## src/rtl/sonar_ping_sequencer.sv

```systemverilog
// Ping burst sequencer: TX -> GUARD -> LISTEN per ping, rotating through a latched pattern table.
// Optional SONAR_SEQ_TIMESTAMP_EN adds a free-running cycle counter and the ping_ts output.
module sonar_ping_sequencer #(
  parameter int NPAT  = 4,
  parameter int PAT_W = 32,
  parameter int CNT_W = 32
) (
  input  logic                     clk,
  input  logic                     rstn,
  input  logic                     start,
  input  logic                     abort,
  input  logic [7:0]               num_pings,
  input  logic [$clog2(NPAT)-1:0]  pat_cnt,
  input  logic [NPAT*PAT_W-1:0]    pat_table,
  input  logic [CNT_W-1:0]         tx_cycles,
  input  logic [15:0]              guard_cycles,
  input  logic [CNT_W-1:0]         listen_cycles,
  output logic                     pg_enable,
  output logic [PAT_W-1:0]         pg_pattern,
  output logic                     rx_window,
  output logic                     ping_start,
  output logic [7:0]               ping_idx,
  output logic                     busy,
  output logic                     done,
  output logic                     aborted
`ifdef SONAR_SEQ_TIMESTAMP_EN
  ,
  output logic [31:0]              ping_ts
`endif
);

  localparam int IW = $clog2(NPAT);

  typedef enum logic [2:0] {S_IDLE, S_TX, S_GUARD, S_LISTEN, S_END} state_t;

  state_t                 state_q, state_d;
  logic [CNT_W-1:0]       cnt_q, cnt_d;
  logic [CNT_W-1:0]       tx_last_q, tx_last_d;
  logic [CNT_W-1:0]       listen_q, listen_d;
  logic [15:0]            guard_q, guard_d;
  logic [7:0]             num_q, num_d;
  logic [7:0]             ping_idx_q, ping_idx_d;
  logic [IW-1:0]          pat_cnt_q, pat_cnt_d;
  logic [IW-1:0]          pat_idx_q, pat_idx_d;
  logic [IW-1:0]          pat_next;
  logic [NPAT*PAT_W-1:0]  table_q, table_d;
  logic [PAT_W-1:0]       pg_pattern_q, pg_pattern_d;
  logic                   pg_enable_q, pg_enable_d;
  logic                   rx_window_q, rx_window_d;
  logic                   ping_start_q, ping_start_d;
  logic                   busy_q, busy_d;
  logic                   done_q, done_d;
  logic                   aborted_q, aborted_d;
  logic [CNT_W-1:0]       tx_load_in;
  logic                   last_ping;

  // Counters hold "cycles remaining minus one", so a zero tx_cycles still gives one TX cycle.
  assign tx_load_in = (tx_cycles == '0) ? '0 : tx_cycles - 1'b1;
  assign pat_next   = (pat_idx_q == pat_cnt_q) ? '0 : pat_idx_q + 1'b1;
  assign last_ping  = (num_q != 8'd0) && ((ping_idx_q + 8'd1) == num_q);

  always_comb begin
    state_d      = state_q;
    cnt_d        = cnt_q;
    tx_last_d    = tx_last_q;
    listen_d     = listen_q;
    guard_d      = guard_q;
    num_d        = num_q;
    ping_idx_d   = ping_idx_q;
    pat_cnt_d    = pat_cnt_q;
    pat_idx_d    = pat_idx_q;
    table_d      = table_q;
    pg_pattern_d = pg_pattern_q;
    pg_enable_d  = pg_enable_q;
    rx_window_d  = rx_window_q;
    busy_d       = busy_q;
    ping_start_d = 1'b0;
    done_d       = 1'b0;
    aborted_d    = 1'b0;

    unique case (state_q)
      S_IDLE: begin
        if (start && !abort) begin
          num_d        = num_pings;
          pat_cnt_d    = pat_cnt;
          table_d      = pat_table;
          tx_last_d    = tx_load_in;
          guard_d      = guard_cycles;
          listen_d     = listen_cycles;
          state_d      = S_TX;
          cnt_d        = tx_load_in;
          ping_idx_d   = 8'd0;
          pat_idx_d    = '0;
          pg_pattern_d = pat_table[PAT_W-1:0];
          pg_enable_d  = 1'b1;
          ping_start_d = 1'b1;
          busy_d       = 1'b1;
        end
      end
      S_TX, S_GUARD, S_LISTEN: begin
        if (abort) begin
          state_d     = S_END;
          pg_enable_d = 1'b0;
          rx_window_d = 1'b0;
          busy_d      = 1'b0;
          done_d      = 1'b1;
          aborted_d   = 1'b1;
        end else if (cnt_q != '0) begin
          cnt_d = cnt_q - 1'b1;
        end else if (state_q == S_TX && guard_q != 16'd0) begin
          state_d     = S_GUARD;
          cnt_d       = CNT_W'(guard_q - 16'd1);
          pg_enable_d = 1'b0;
        end else if (state_q != S_LISTEN && listen_q != '0) begin
          state_d     = S_LISTEN;
          cnt_d       = listen_q - 1'b1;
          pg_enable_d = 1'b0;
          rx_window_d = 1'b1;
        end else if (!last_ping) begin
          state_d      = S_TX;
          cnt_d        = tx_last_q;
          ping_idx_d   = ping_idx_q + 8'd1;
          pat_idx_d    = pat_next;
          pg_pattern_d = table_q[pat_next*PAT_W +: PAT_W];
          pg_enable_d  = 1'b1;
          rx_window_d  = 1'b0;
          ping_start_d = 1'b1;
        end else begin
          state_d     = S_END;
          pg_enable_d = 1'b0;
          rx_window_d = 1'b0;
          busy_d      = 1'b0;
          done_d      = 1'b1;
        end
      end
      // The burst is already finishing here, so start and abort are both ignored.
      S_END:   state_d = S_IDLE;
      default: state_d = S_IDLE;
    endcase
  end

  always_ff @(posedge clk or negedge rstn) begin
    if (!rstn) begin
      state_q      <= S_IDLE;
      cnt_q        <= '0;
      tx_last_q    <= '0;
      listen_q     <= '0;
      guard_q      <= '0;
      num_q        <= '0;
      ping_idx_q   <= '0;
      pat_cnt_q    <= '0;
      pat_idx_q    <= '0;
      table_q      <= '0;
      pg_pattern_q <= '0;
      pg_enable_q  <= 1'b0;
      rx_window_q  <= 1'b0;
      ping_start_q <= 1'b0;
      busy_q       <= 1'b0;
      done_q       <= 1'b0;
      aborted_q    <= 1'b0;
    end else begin
      state_q      <= state_d;
      cnt_q        <= cnt_d;
      tx_last_q    <= tx_last_d;
      listen_q     <= listen_d;
      guard_q      <= guard_d;
      num_q        <= num_d;
      ping_idx_q   <= ping_idx_d;
      pat_cnt_q    <= pat_cnt_d;
      pat_idx_q    <= pat_idx_d;
      table_q      <= table_d;
      pg_pattern_q <= pg_pattern_d;
      pg_enable_q  <= pg_enable_d;
      rx_window_q  <= rx_window_d;
      ping_start_q <= ping_start_d;
      busy_q       <= busy_d;
      done_q       <= done_d;
      aborted_q    <= aborted_d;
    end
  end

  assign pg_enable  = pg_enable_q;
  assign pg_pattern = pg_pattern_q;
  assign rx_window  = rx_window_q;
  assign ping_start = ping_start_q;
  assign ping_idx   = ping_idx_q;
  assign busy       = busy_q;
  assign done       = done_q;
  assign aborted    = aborted_q;

`ifdef SONAR_SEQ_TIMESTAMP_EN
  logic [31:0] ts_cnt_q, ts_cnt_d;
  logic [31:0] ping_ts_q, ping_ts_d;

  // ping_ts carries the counter value of the ping_start cycle itself.
  always_comb begin
    ts_cnt_d  = ts_cnt_q + 32'd1;
    ping_ts_d = ping_start_d ? ts_cnt_d : ping_ts_q;
  end

  always_ff @(posedge clk or negedge rstn) begin
    if (!rstn) begin
      ts_cnt_q  <= '0;
      ping_ts_q <= '0;
    end else begin
      ts_cnt_q  <= ts_cnt_d;
      ping_ts_q <= ping_ts_d;
    end
  end

  assign ping_ts = ping_ts_q;
`endif

endmodule

```

## config.mk

```make
export PLATFORM = sky130hd
export DESIGN_NAME = sonar_ping_sequencer
export DESIGN_NICKNAME = d
export VERILOG_FILES = /design/src/rtl/sonar_ping_sequencer.sv
export SDC_FILE = /design/constraint.sdc
export NUM_CORES = 1
export LEC_CHECK = 0
export CORE_ASPECT_RATIO = 0.7
export CORE_MARGIN = 5
export CORE_UTILIZATION = 30
export DETAILED_ROUTE_END_ITERATION = 10
export GPL_TIMING_DRIVEN = 1
export PLACE_DENSITY = 0.56
export SETUP_SLACK_MARGIN = 0.3
export SLEW_MARGIN = 10
export SYNTH_ARGS = -nofsm -noshare
export SYNTH_HDL_FRONTEND = slang
export SYNTH_SLANG_ARGS = --single-unit
```

## constraint.sdc

```tcl
create_clock -name clk -period 5.1 [get_ports clk]
set_input_delay 0.765 -clock clk [delete_from_list [all_inputs] [get_ports clk]]
set_output_delay 0.765 -clock clk [all_outputs]
set_load 0.02 [all_outputs]
```

; ---- Word level (Yosys, flattened, before mapping)
; Index checks and enable logic that the tools add are counted.
; Widths: inputs -> output; s select.
[word_totals]
latchBits = 0
elab_cells = 129
ramBits = 0
romBits = 0
mem_count = 0
reg_bits = 301
in_bits = 222
output_inout_bits = 46
[classes]
muxes = 66
n_bitwise = 0
n_shift = 1
div_mod_pow = 0
n_reduce_logical = 20
n_eq_ne = 19
add_sub_neg = 6
magnitude_cmp = 0
multipliers = 0
[op_table]
columns = op, n
row1 = $mux 32, 13
row2 = $pmux 32 s2, 2
row3 = $shiftx 128x8->32, 1
row4 = $sub 32x1->32 const B, 3
row5 = $reduce_bool 32->1, 2
row6 = $mux 8, 6
row7 = $logic_not 32->1, 1
row8 = $mux 1, 26
row9 = $mux 3, 6
row10 = $sub 16x1->17 const B, 1
row11 = $ne 2x2->1 const B, 8
row12 = $pmux 8 s2, 1
row13 = $reduce_bool 16->1, 1
row14 = $mux 2, 7
row15 = $ne 3x3->1 const B, 4
row16 = $add 8x1->8 const B, 1
row17 = $eq 8x8->1, 1
row18 = $reduce_bool 8->1, 1
row19 = $reduce_and 7->1, 1
row20 = $eq 3x2->1 const B, 2
row21 = $pmux 1 s2, 3
row22 = $pmux 3 s2, 1
row23 = $reduce_and 3->1, 2
row24 = $reduce_and 6->1, 1
row25 = 13 further kinds, 17

; ---- Depth between registers and ports, before layout
; Gate-level depths: netlist of the first run.
[depth]
depth_word = 9
ltp_mapped = 12
ltp_nobuf = 9

; ---- Worst setup path after synthesis of the first run
; Ideal clock, no wire load.
[synth_path]
path_type = input to register
startpoint = input port tx_cycles[20]
endpoint = register cnt_q[30]
path_buffers = 1
t_arrival_ns = 2.871
t_required_ns = 4.977
path_slack_ns = 2.106
stages = 8
setup_ns = 0.123
cell_sequence = or4_1 -> or3_1 -> buf_2 -> or3_1 -> nor3_1 -> mux2_2 -> a21oi_1 -> o2bb2ai_1
[synth_via]
elab_chain_len = 4
word_cells_on_any_way = 5
classes_between = add/sub: 1 / mux: 3 / reduce/logical: 1
[synth_rtl]
columns = element, line
row1 = from (decl), 15  ; input logic [CNT_W-1:0] tx_cycles,
row2 = $sub 32x1->32 or $logic_not 32->1 (tied branches), 58  ; assign tx_load_in = (tx_cycles == '0) ? '0 : tx_cycles - 1'b1;
row3 = $mux 32 (*), 58
row4 = $mux 32 (*), 83  ; if (start && !abort) begin
row5 = $pmux 32 s2 (*), 81  ; unique case (state_q)
row6 = to (signal assigned), 163  ; cnt_q <= cnt_d;
row7 = to (decl), 37  ; logic [CNT_W-1:0] cnt_q, cnt_d;
; Every way passes the cells marked *; elsewhere a longest branch is shown, timed or not. The select of a mux whose other input is x is not followed.
; A chain may end at the register's enable or synchronous reset.

; ---- Worst setup path in the final report of the first run
[layout_path]
startpoint = register listen_q[0]
endpoint = register pg_pattern_q[1], in the netlist pg_pattern[1]
[layout_via]
elab_chain_len = 4
[layout_rtl]
columns = element, line
row1 = from (decl), 39  ; logic [CNT_W-1:0] listen_q, listen_d;
row2 = from (signal assigned), 165  ; listen_q <= listen_d;
row3 = $reduce_bool 32->1, 114  ; end else if (state_q != S_LISTEN && listen_q != '0) begin
row4 = $logic_and 1x1->1, 114
row5 = $ne 2x2->1 (no line), n/a
row6 = $reduce_and 7->1 (no line), n/a
row7 = to (signal assigned), 172  ; pg_pattern_q <= pg_pattern_d;
row8 = to (decl), 47  ; logic [PAT_W-1:0] pg_pattern_q, pg_pattern_d;
; Every way passes these cells.

==> impl_metrics.env, run 1 <==
export IMPL_cts_resized=0
export IMPL_ys_async_sr_fraction=1.00
export IMPL_p_comb_frac=0.418
export IMPL_cts_tree="built"
export IMPL_max_freq_mhz=248
export IMPL_slew_viol_final=0
export IMPL_synth_ff_type="dfrtp_1"
export IMPL_p_sw_frac=0.418
export IMPL_cts_root_buf="clkbuf_16"
export IMPL_final_setup_skew_ps=23.6
export IMPL_fin_crit_sh=0.792
export IMPL_rows=71
export IMPL_clockBufferDepth=3
export IMPL_critPathMaxStageDelay_ps=680
export IMPL_cts_made_buffers=36
export IMPL_syn_area_per_cell_um2=8.51
export IMPL_worst_slew_pin_slew_ps=1040
export IMPL_seq_area_frac_synth=0.464
export IMPL_yosys_mux_area_fraction=0.0370
export IMPL_grt_util_all_layers=0.187
export IMPL_synth_compound_area_frac=0.138
export IMPL_post_cts_buffers=0
export IMPL_slowest_stage="nor4_4"
export IMPL_maxCapViolations=0
export IMPL_grt_first_pass_wirelength_mm=87.1
export IMPL_syn_inst=1908
export IMPL_rsz0062_at_grt="false"
export IMPL_io_buffers=267
export IMPL_cts_sinks=301
export IMPL_arrival_ps=4440
export IMPL_route_detailed_drc=0
export IMPL_drtIter0Drc=1436
export IMPL_overflow=0
export IMPL_clkPwrFrac=0.223
export IMPL_vdd_drop_max_mv=0.217
export IMPL_grt_pass1_vias=14452
export IMPL_hold_viol=0
export IMPL_pwr_share_seq=0.359
export IMPL_crit_path_max_fanout=33
export IMPL_grt_max_degree=171
export IMPL_synth_seq_cells=301
export IMPL_antenna_found_initial=3
export IMPL_syn2layout_area_growth_pct=28.5
export IMPL_cp_num_buf_inv=3
export IMPL_crit_type="reg -> reg"
export IMPL_relSlewSlack=0.306
export IMPL_worstPathCellList="inv_1, ha_1, or3b_1, nor4_4, nand4_4, a211oi_4, a21oi_2, inv_2, buf_4, mux2_1"
export IMPL_worst_slack_ps=1060
export IMPL_dpl_cell_count=2814
export IMPL_fp_dieH_um=205
export IMPL_synthesis_yosys_warnings=0
export IMPL_hp_class="in -> async"
export IMPL_synth_top_family_by_area="simple AND/OR/NAND/NOR gates"
export IMPL_clk_pin_slew_ps=60
export IMPL_drtAntennaViolNets=0
export IMPL_fin_cells=2878
export IMPL_synth_distinct_cells=79
export IMPL_startpoint_type="register"
export IMPL_globalplace_congestion=0.908
export IMPL_viasPerCell=5.14
export IMPL_cp_top_family="simple AND/OR/NAND/NOR gates"
export IMPL_pre_cts_ws_ps=1070
export IMPL_drtPass1Iterations=5
export IMPL_io_pins=268
export IMPL_postRouteWirelength_mm=57.0
export IMPL_power_leakage_nw=9.00
export IMPL_period_needed_ps=4040
export IMPL_p_per_area_mw_per_mm2=589
export IMPL_critical_path_endpoint_type="register"
export IMPL_via_count=14779
export IMPL_wl_per_cell_um=19.8
export IMPL_synthSimpleGateAreaFrac=0.274
export IMPL_htreeDepth=2
export IMPL_dieArea_mm2=0.0590
export IMPL_hpwl_mm=39.9
export IMPL_drive_gt1_frac=0.0611
export IMPL_outcome="completed"
export IMPL_setup_viol=0
export IMPL_cts_hold_fix_buffers=0
export IMPL_syn_cell_area_mm2=0.0162
export IMPL_initial_utilization=0.303
export IMPL_netSwitchingPower_mw=5.13
export IMPL_coreArea_mm2=0.0537
export IMPL_synth_xor_area_frac=0.0469
export IMPL_die_w_um=288
export IMPL_insertion_delay_ps=530
export IMPL_synthesis_nets=2136
export IMPL_synth_edf_count=0
export IMPL_crit_required_ps=5500
export IMPL_synthAdderAreaFrac=0.00462
export IMPL_p_int_mw=7.15
export IMPL_nets=2350
export IMPL_setup_tns_ps=0
==> worst paths after layout <==
| path | start | to | slack, ps | depth (start not counted) |
|---|---|---|---|---|
| max | listen_q[0] | pg_pattern[1] | 1060 | 10 |
| min | rstn | table_q[118] | 220 | 1 |
| max reg2reg | listen_q[0] | pg_pattern[1] | 1060 | 10 |
| min reg2reg | table_q[117] | table_q[117] | 470 | 2 |
| max in group asynchronous | rstn | pg_pattern[8] | 3790 | 2 |
| min in group clk | table_q[117] | table_q[117] | 470 | 2 |
==> cell type report <==
class	count	area [um2]
fill	5452	32800
multi-input combinational	1470	8180
sequential	301	7530
timing repair buffer	294	2930
clock buffer	46	1020
tap	730	913
clock inverter	15	223
inverter	19	71.3
antenna	3	7.51
==> registers in the layout, indices dropped and copies added (netlist names), 2 cells and up <==
register	count
cnt_q	32
guard_q	16
listen_q	32
num_q	8
pat_cnt_q	2
pat_idx_q	2
pg_pattern	32
ping_idx	8
state_q	3
table_q	128
tx_last_q	32
==> cell families (layout without fill, tap and decap cells) <==
kind of cell,after synthesis,count (layout)
buffers and inverters,137,374
DFF,301,301
xor gates and xnor gates,87,87
adders and majority gates,6,6
other,0,3
and+or+nand+nor,992,992
AOI/OAI and AO/OA,330,330
muxes,55,55
==> power by group through the flow <==
stage	Clock, mW	Sequential (mW)	Combinational, mW
2_1_floorplan	0	4.27	3.24
3_3_place_gp	0	4.39	5.03
3_5_place_dp	0	4.42	5.12
4_1_cts	2.81	4.40	5.15
5_1_grt	2.91	4.56	5.66
6_report	2.74	4.41	5.13
==> cell usage in the layout (no fill, tap or decap), drive strengths merged, types with 5 or more instances in the layout <==
master,count
a211oi,38
a21oi,51
a221o,6
a22o,14
a31oi,10
and2,41
buf,28
bufinv,5
clkbuf,46
clkdlybuf4s50,266
clkinv,8
dfrtp,301
ha,6
inv,21
mux2,40
mux2i,15
nand2,646
nand2b,7
nand3,23
nand4,21
nor2,112
nor3,46
nor3b,6
nor4,31
o211ai,6
o21a,7
o21ai,78
o22ai,30
o2bb2ai,5
o31ai,52
or2,5
or3,14
or4,16
xnor2,47
xor2,40
==> layer usage <==
metal,wire [um],part of all wire,vias up,track usage
met2,23900,0.42,519,0.267
li1,-,-,6975,-
met4,1100,0.019,0,0.0425
met5,0,0,-,0
met1,27600,0.48,7210,0.284
met3,4420,0.078,75,0.0453
==> Yosys cell counts, types with 19 or more instances <==
library cell  instances  area [um2]
nand4_1              19         119
xnor2_1              47         412
mux2_1               32         360
o21ai_0              64         320
o22ai_1              30         188
a211oi_1             36         270
nand2_1             646        2420
clkbuf_1             90         338
a21oi_1              49         245
nor4_1               23         144
nor3_1               40         200
dfrtp_1             301        7530
nand3_1              22         110
and2_1               41         257
xor2_1               40         350
nor2_1              112         420
o31ai_1              51         383
==> metrics by stage <==
| stage | area [um2] | util | total power [mW] | hold slack [ps] |
|---|---|---|---|---|
| global route | 20900 | 0.389 | 13.1 | 216 |
| floorplan | 16200 | - | 7.51 | 437 |
| global placement | 19600 | 0.366 | 9.41 | 452 |
| detailed placement | 19600 | 0.366 | 9.54 | 454 |
| CTS | 20900 | 0.389 | 12.4 | 208 |
| finish | 20900 | 0.389 | 12.3 | 217 |
No activity file was read; power rests on OpenSTA's default activity.
==> inputs of run 2 (changes only) <==
==> constraint.sdc (replaced) <==
create_clock -name clk -period 3.9 [get_ports clk]
set_input_delay 0.585 -clock clk [delete_from_list [all_inputs] [get_ports clk]]
set_output_delay 0.585 -clock clk [all_outputs]
set_load 0.02 [all_outputs]
==> impl_metrics.env, run 2 (synthesized netlist as in run 1, its figures left out) <==
export IMPL_cts_sinks=301
export IMPL_die_w_um=288
export IMPL_syn2layout_area_growth_pct=30.3
export IMPL_initial_utilization=0.303
export IMPL_worst_slew_pin_slew_ps=1170
export IMPL_postRouteWirelength_mm=57.4
export IMPL_coreArea_mm2=0.0537
export IMPL_r2r_start="listen_q[0]"
export IMPL_clk_pin_slew_ps=60
export IMPL_arrival_ps=3840
export IMPL_hp_class="in -> async"
export IMPL_largest_reg_flops=128
export IMPL_io_buffers=267
export IMPL_grt_first_pass_wirelength_mm=88.4
export IMPL_route_detailed_drc=0
export IMPL_outcome="completed"
export IMPL_setup_viol=0
export IMPL_max_freq_mhz=290
export IMPL_fillers=5438
export IMPL_r2r_end="pg_pattern[3]"
export IMPL_p_per_area_mw_per_mm2=767
export IMPL_p_int_mw=9.51
export IMPL_period_needed_ps=3450
export IMPL_reg2reg_slack_ps=450
export IMPL_overflow=0
export IMPL_grt_use_met3=0.0511
export IMPL_setup_tns_ps=0
export IMPL_insertion_delay_ps=530
export IMPL_globalplace_congestion=0.949
export IMPL_placed_area_mm2=0.0199
export IMPL_netSwitchingPower_mw=6.71
export IMPL_grt_max_degree=194
export IMPL_rows=71
export IMPL_final_cell_mix="646 x nand2_1, 301 x dfrtp_1, 266 x clkdlybuf4s50_1, 112 x nor2_1, 63 x o21ai_0"
export IMPL_nets=2373
export IMPL_crit_path_max_fanout=26
export IMPL_io_pins=268
export IMPL_fin_cells=2903
export IMPL_grtUsageMet1=0.289
export IMPL_power_mw=16.2
export IMPL_rsz0062_at_grt="false"
export IMPL_clkPwrFrac=0.228
export IMPL_cts_root_buf="clkbuf_16"
export IMPL_fp_dieH_um=205
export IMPL_met2_usage=0.266
export IMPL_dieArea_mm2=0.0590
export IMPL_drtPass1Iterations=5
export IMPL_ff2ff_path_depth=10
export IMPL_grt_util_all_layers=0.190
export IMPL_grt_busiest_layer="met1"
export IMPL_relSlewSlack=0.221
export IMPL_regArea_mm2=0.00753
export IMPL_final_setup_skew_ps=23.7
export IMPL_maxCapViolations=0
export IMPL_pwr_share_seq=0.355
export IMPL_timing_hold_ws_ps=57.2
export IMPL_clockBufferDepth=3
export IMPL_antenna_found_initial=6
export IMPL_p_sw_frac=0.414
export IMPL_crit_type="reg -> reg"
export IMPL_crit_required_ps=4300
export IMPL_multiInputGateArea_mm2=0.00818
export IMPL_drtIter0Drc=1296
export IMPL_final_common_cell="nand2_1"
export IMPL_drtAntennaViolNets=0
export IMPL_power_leakage_nw=9.16
export IMPL_fin_crit_sh=0.884
export IMPL_regMostFlops="table_q"
export IMPL_final_cell_area_mm2=0.0212
export IMPL_via_count=14924
export IMPL_viasPerCell=5.14
export IMPL_vdd_drop_max_mv=0.351
export IMPL_slew_viol_final=0
export IMPL_htreeDepth=2
export IMPL_critical_path_endpoint_type="register"
export IMPL_wl_per_cell_um=19.8
export IMPL_grt_pass1_vias=14698
export IMPL_cts_made_buffers=36
export IMPL_p_comb_frac=0.417
export IMPL_startpoint_type="register"
export IMPL_hpwl_mm=40.8
export IMPL_hold_viol=0
export IMPL_dpl_cell_count=2837
export IMPL_drive_gt1_frac=0.0714
export IMPL_cts_tree="built"
## run 2: cell type report
type / instances / share of cell area
repair buffers: 317 / 0.150
diodes: 1 / 0.000118
multi-input cells: 1470 / 0.387
flip-flops and latches: 301 / 0.356
clock inverters: 15 / 0.0108
inverters: 19 / 0.00337
clock buffers: 50 / 0.0504
well taps: 730 / 0.0432
## run 2: worst max path at each step
stage	from	endpoint	slack, ps	cells after the start
after CTS	listen_q[0]	pg_pattern[6]	470	10
after global placement	tx_cycles[18]	cnt_q[18]	410	8
after global routing	listen_q[0]	pg_pattern[14]	310	10
final	listen_q[0]	pg_pattern[3]	450	10
after detailed placement	tx_cycles[18]	cnt_q[18]	300	8
after floorplan	tx_cycles[20]	cnt_q[30]	1090	8
## run 2: worst max-delay path, stage by stage (launching register included)
cell	delay, ps
dfrtp_1	400
inv_1	190
ha_1	230
or3b_1	430
nor4_4	450
nand4_4	250
a211oi_4	400
a21oi_2	110
inv_2	230
buf_12	250
mux2_1	350
## run 2: timing repair
action                     4_1_cts  5_1_grt
buffers inserted                 0        0
setup endpoints to repair        0        1
resized for setup                0        1
hold buffers                     0        0
## run 2: stage by stage
step	setup slack, ps	utilization
2_1_floorplan	1090	-
3_3_place_gp	406	0.370
3_5_place_dp	302	0.370
4_1_cts	472	0.394
5_1_grt	313	0.394
6_report	453	0.394
## run 2: power groups by stage
stage	Clock, mW	Combinational, mW	Sequential [mW]
6_report	3.70	6.76	5.76
5_1_grt	3.93	7.49	5.97
4_1_cts	3.81	6.76	5.75
3_5_place_dp	0	6.73	5.78
3_3_place_gp	0	6.63	5.74
2_1_floorplan	0	4.24	5.58
## run 2: per-layer routing
metal,vias up,share of wire
met3,86,0.080
met5,-,0.0011
met4,10,0.019
met2,508,0.42
li1,7026,-
met1,7294,0.48
